## config.mk

```make
export PLATFORM = sky130hd
export DESIGN_NAME = ctrl_sequencer
export DESIGN_NICKNAME = d
export VERILOG_FILES = /design/src/rtl/ctrl_pkg.sv /design/src/rtl/ctrl_decode.sv /design/src/rtl/ctrl_sequencer.sv
export SDC_FILE = /design/constraint.sdc
export NUM_CORES = 1
export LEC_CHECK = 0
export BUFFER_PORTS_ARGS = -buffer_cell sky130_fd_sc_hd__buf_2
export CAP_MARGIN = 20
export CORE_MARGIN = 3
export CORE_UTILIZATION = 33
export DETAILED_ROUTE_END_ITERATION = 12
export PLACE_DENSITY = 0.62
export SKIP_LAST_GASP = 1
export SLEW_MARGIN = 40
export SYNTH_ARGS = -nofsm -noshare
export SYNTH_HDL_FRONTEND = slang
export SYNTH_SLANG_ARGS = --single-unit
export TNS_END_PERCENT = 20
```

## constraint.sdc

```tcl
create_clock -name clk -period 1.75 [get_ports clk]
set_input_delay 0.0875 -clock clk [delete_from_list [all_inputs] [get_ports clk]]
set_output_delay 0.0875 -clock clk [all_outputs]
set_load 0.005 [all_outputs]
```

## src/rtl/ctrl_pkg.sv

```systemverilog
// Shared definitions for the control sequencer: opcodes, register control
// codes, ALU op codes, FSM states and the control-word type.
// Optional feature macro used by this slice: CTRL_ILLEGAL_TRAP_EN.
package ctrl_pkg;

  // Instruction opcodes (110 and 111 are illegal)
  localparam logic [2:0] OP_CLRLD = 3'b000;
  localparam logic [2:0] OP_ADDLD = 3'b001;
  localparam logic [2:0] OP_ADD   = 3'b010;
  localparam logic [2:0] OP_DIV   = 3'b011;
  localparam logic [2:0] OP_DISP  = 3'b100;
  localparam logic [2:0] OP_SUB   = 3'b101;

  // Control codes for the X, Y and Z registers
  typedef enum logic [1:0] {
    REG_HOLD   = 2'b00,
    REG_LOAD   = 2'b01,
    REG_SHIFTR = 2'b10,
    REG_RESET  = 2'b11
  } reg_code_e;

  // ALU op codes; widened to ULA_W at the sequencer output
  localparam logic ULA_ADD = 1'b0;
  localparam logic ULA_SUB = 1'b1;

  // One control word as driven to the datapath for one cycle
  typedef struct packed {
    reg_code_e tx;
    reg_code_e ty;
    reg_code_e tz;
    logic      ula;
  } ctrl_word_t;

  // Quiescent word: every register holds, ALU adds
  localparam ctrl_word_t WORD_IDLE = '{tx: REG_HOLD, ty: REG_HOLD, tz: REG_HOLD, ula: ULA_ADD};

  // Sequencer states
  typedef enum logic [1:0] {
    ST_IDLE  = 2'b00,
    ST_ISSUE = 2'b01,
    ST_SHIFT = 2'b10
  } state_e;

endpackage

```

## src/rtl/ctrl_decode.sv

```systemverilog
// Combinational opcode decoder: maps an opcode to its control word, flags
// the multi-cycle shift op and flags illegal opcodes (which decode to a NOP).
module ctrl_decode
  import ctrl_pkg::*;
(
  input  logic [2:0]  op,
  output ctrl_word_t  word,
  output logic        is_shift,
  output logic        illegal
);

  // Opcode lookup; unknown opcodes fall through to an all-HOLD NOP
  always_comb begin
    // NOTE: every output gets a default before the case so no path leaves
    // one unassigned, which would otherwise infer a latch.
    word     = WORD_IDLE;
    is_shift = 1'b0;
    illegal  = 1'b0;
    case (op)
      OP_CLRLD: word = '{tx: REG_LOAD,  ty: REG_RESET,  tz: REG_RESET, ula: ULA_ADD};
      OP_ADDLD: word = '{tx: REG_LOAD,  ty: REG_LOAD,   tz: REG_HOLD,  ula: ULA_ADD};
      OP_ADD:   word = '{tx: REG_HOLD,  ty: REG_LOAD,   tz: REG_HOLD,  ula: ULA_ADD};
      OP_DIV: begin
        word     = '{tx: REG_HOLD, ty: REG_SHIFTR, tz: REG_HOLD, ula: ULA_ADD};
        is_shift = 1'b1;
      end
      OP_DISP:  word = '{tx: REG_RESET, ty: REG_RESET,  tz: REG_LOAD,  ula: ULA_ADD};
      OP_SUB:   word = '{tx: REG_HOLD,  ty: REG_LOAD,   tz: REG_HOLD,  ula: ULA_SUB};
      default:  illegal = 1'b1;
    endcase
  end

endmodule

```

## src/rtl/ctrl_sequencer.sv

```systemverilog
// Control sequencer for the X/Y/Z register + ULA datapath. Accepts one
// instruction at a time over valid/ready and issues registered control words:
// one cycle for simple ops, n cycles of SHIFTR for DIV (amount 0 means 1).
// Optional feature macro: CTRL_ILLEGAL_TRAP_EN -- when defined, an accepted
// illegal opcode sets a sticky err that blocks further accepts until rst.
module ctrl_sequencer
  import ctrl_pkg::*;
#(
  parameter int SHIFT_W = 3,
  parameter int ULA_W   = 2
) (
  input  logic               clk,
  input  logic               rst,
  input  logic               instr_valid,
  input  logic [2:0]         instr_op,
  input  logic [SHIFT_W-1:0] instr_amt,
  output logic               instr_ready,
  output logic [1:0]         tx,
  output logic [1:0]         ty,
  output logic [1:0]         tz,
  output logic [ULA_W-1:0]   tula,
  output logic               busy,
  output logic               done,
  output logic               err
);

  state_e             state_q, state_d;
  logic [SHIFT_W-1:0] cnt_q, cnt_d;
  ctrl_word_t         word_q, word_d;
  logic               done_q, done_d;

  ctrl_word_t         dec_word;
  logic               dec_is_shift;
  logic               dec_illegal;
  logic               accept;
  logic [SHIFT_W-1:0] amt_n;

  ctrl_decode u_decode (
    .op       (instr_op),
    .word     (dec_word),
    .is_shift (dec_is_shift),
    .illegal  (dec_illegal)
  );

`ifdef CTRL_ILLEGAL_TRAP_EN
  logic err_q, err_d;

  // Ready is a pure decode of registered state; a latched trap blocks accepts
  assign instr_ready = (state_q == ST_IDLE) && !err_q;
  assign err         = err_q;

  // Sticky trap flag, set when an illegal opcode is accepted
  always_comb begin
    err_d = err_q | (accept & dec_illegal);
  end
`else
  // Ready is a pure decode of registered state
  assign instr_ready = (state_q == ST_IDLE);
  assign err         = 1'b0;
`endif

  assign accept = instr_valid && instr_ready;
  // A zero shift amount still shifts once
  assign amt_n  = (instr_amt == '0) ? SHIFT_W'(1) : instr_amt;

  // Next-state, shift counter and next control word
  always_comb begin
    state_d = state_q;
    cnt_d   = cnt_q;
    word_d  = WORD_IDLE;
    done_d  = 1'b0;
    unique case (state_q)
      ST_IDLE: begin
        if (accept) begin
          if (dec_is_shift) begin
            state_d = ST_SHIFT;
            cnt_d   = amt_n;
            word_d  = dec_word;
            done_d  = (amt_n == SHIFT_W'(1));
          end else begin
            state_d = ST_ISSUE;
            // Illegal opcodes issue as a NOP regardless of the decoded word
            word_d  = dec_illegal ? WORD_IDLE : dec_word;
            done_d  = 1'b1;
          end
        end
      end
      ST_ISSUE: begin
        state_d = ST_IDLE;
      end
      ST_SHIFT: begin
        // cnt_q counts the shift cycles still to be driven, including this one
        if (cnt_q == SHIFT_W'(1)) begin
          state_d = ST_IDLE;
          cnt_d   = '0;
        end else begin
          cnt_d  = cnt_q - SHIFT_W'(1);
          word_d = word_q;
          done_d = (cnt_q == SHIFT_W'(2));
        end
      end
      default: begin
        state_d = ST_IDLE;
      end
    endcase
  end

  // State, counter and output registers with synchronous reset
  always_ff @(posedge clk) begin
    // NOTE: sequential state uses non-blocking assignments so every flop
    // samples the pre-edge values regardless of statement order.
    if (rst) begin
      state_q <= ST_IDLE;
      cnt_q   <= '0;
      word_q  <= WORD_IDLE;
      done_q  <= 1'b0;
`ifdef CTRL_ILLEGAL_TRAP_EN
      err_q   <= 1'b0;
`endif
    end else begin
      state_q <= state_d;
      cnt_q   <= cnt_d;
      word_q  <= word_d;
      done_q  <= done_d;
`ifdef CTRL_ILLEGAL_TRAP_EN
      err_q   <= err_d;
`endif
    end
  end

  assign tx   = word_q.tx;
  assign ty   = word_q.ty;
  assign tz   = word_q.tz;
  assign tula = ULA_W'(word_q.ula);
  assign busy = (state_q != ST_IDLE);
  assign done = done_q;

endmodule

```

==> flow_summary.yaml <==
routing:
  drtIter0Drc: 7
  drc_errors: 0
  dr_wl_met3_um: 76
  dr_total_vias: 558
  final_antenna_net_count: 0
  wire_per_inst_um: 11.6
  met1_length_um: 666
  top_layer: "met4"
  wirelength_mm: 1.36
  met2_length_um: 599
  dr.pass1.iters: 4
  vias_per_cell: 4.77
logic_synthesis:
  synth_cell_types: 32
  synth_edf_count: 0
  ys_warn_count: 0
  synth.avg_cell_area_um2: 9.08
  yosysSeqAreaShare_pct: 40.4
  syn_inst: 71
  synth_flop_cell: "dfxtp_1"
  ys_async_sr_fraction_pct: 0
  netlist_area_um2: 644
  ys_ff_latch: 13
grt:
  antenna_found_initial: 0
  gr-total-overflow: 0
  grt_pass1_vias: 538
  grtUsageTotal_pct: 11.8
  grt_pass1_wl_mm: 2.31
  grt_max_degree: 14
worst_hold_path:
  hold_path_startpoint: "instr_op[2]"
  hp-class: "input port to register"
setup_path:
  r2r_cells: 4
  slowest_delay_ns: 0.42
  worstReg2RegStart: "state_q[1]"
  crit_chain: "or3b_4, or3_4, nor2_4, a22o_2"
  crit_type: "register to register"
  worstSetupStartpoint: "state_q[1]"
  required_ns: 1.97
  crit_fanout: 7
  endpoint_kind: "register"
  r2r_slack_ns: 0.32
  startpoint_type: "register"
  arrival_ns: 1.65
  crit_end: "tx[1]"
  rr_endpoint: "tx[1]"
  cpMaxStageDelayCell: "or3b_4"
layout:
  syn_to_final_growth_pct: 21.7
  layout.nets: 105
  diodes: 0
  final_common_cell: "buf_2"
  fin_area_um2: 785
  layout_common_cells: "buf_2, dfxtp_1, nor2_1, nand2_1, inv_1"
  drive_gt1_share_pct: 31.5
clock_tree:
  cts_resized: 0
  cts_hold_buf: 0
  cts_htree_levels: 1
  cts_tree: "built"
  cts_setup_buffers: 0
  cts_buffers: 3
  cts.sinks: 13
  cts-root-buf: "clkbuf_4"
  max-clock-path-buffers: 2
  clkLatencyLatePin_ns: 0.27
  path_clk_slew_ns: 0.09
power_and_ir_drop:
  power_mw: 0.588
  ir_drop_v: 0.000528
  power_density_nw_per_um2: 750
  p_leak_nw: 0.362
timing:
  finalSetupViolCount: 0
  skew_ns: 0.00735
  fmax_mhz: 700
  final_max_slew_viol_count: 0
  worst_slack_ns: 0.322
  finalHoldViolCount: 0
  period_share_pct: 81.6
  period_minus_slack_ns: 1.43
  rsz0062_at_grt: "false"
  tns_ns: 0
place:
  routabilityCongestion: 0.725
  hpwl_mm: 1.04
  place_area_um2: 758
  dp_slack_ns: 0.353
  port_buffers: 18
floorplanning:
  die_width_um: 50.2
  die-area_um2: 2520
  die_h_um: 50.2
  core_um2: 1780
  row_count: 15
  ioPinCount: 21
  start_util_pct: 36.1
outcome:
  status: "finished clean"
flow_run:
  drv_cap: 0
cell families after synthesis:
kind of cell | after synthesis | synth area share (%)
AOI/OAI and AO/OA | 20 | 22.7
adders and majority gates | 3 | 5.83
buffers and inverters | 7 | 5.24
DFF | 13 | 40.4
muxes | 1 | 1.55
other | 1 | 0.582
and+or+nand+nor | 26 | 23.7
layer usage:
metal,track usage [%],vias up
met5,0,-
met4,4.15,0
met3,2.67,2
met2,18.0,15
met1,16.1,246
li1,-,295
Yosys cell counts (2+ instances only):
cell type  instances  area share [%]
dfxtp_1           13              40
nor2_1             9             5.2
nand2_1            5             2.9
inv_1              4             2.3
a21oi_1            3             2.3
ha_1               3             5.8
nor3_1             3             2.3
a211o_1            2             2.7
a211oi_1           2             2.3
a32oi_1            2             2.7
buf_4              2             2.3
o21ai_0            2             1.6
o21bai_1           2             2.3
power breakdown:
group | internal, mW | switching (mW) | total, mW
logic | 0.0396 | 0.0467 | 0.0863
clock network | 0.0881 | 0.0981 | 0.186
registers | 0.308 | 0.00812 | 0.316
stage by stage:
step                      instances  hold slack (ns)  util [%]
after global placement          113            0.406      42.5
final                           117            0.139      44.0
after detailed placement        113            0.416      42.5
after floorplan                  72            0.218         -
after CTS                       117            0.127      44.0
after global routing            117            0.129      44.0
worst min path at each step:
stage | endpoint | slack, ns | cells after the start
3_5_place_dp | tx[1] | 0.42 | 2
4_1_cts | tx[1] | 0.13 | 2
2_1_floorplan | tx[1] | 0.22 | 1
3_3_place_gp | tx[1] | 0.41 | 2
6_report | tx[1] | 0.14 | 2
5_1_grt | tx[1] | 0.13 | 2
registers in the layout, summed over array words and instances (netlist names):
name / cells
tz: 2
ty: 2
tula: 1
done: 1
cnt_q: 3
state_q: 2
tx: 2
layout make-up:
class	count	area, um^2
fillers	185	998
multi-input cells	52	354
flip-flops and latches	13	260
repair buffers	19	97.6
well taps	25	31.3
clock buffers	4	26.3
inverters	4	15.0
critical path, delay by kind of cell, from the launching register on:
family             cells  cell delay, ns
AOI/OAI and AO/OA      1            0.12
and+or+nand+nor        3            0.88
DFF                    1            0.36
(Power assumes the default switching activity.)
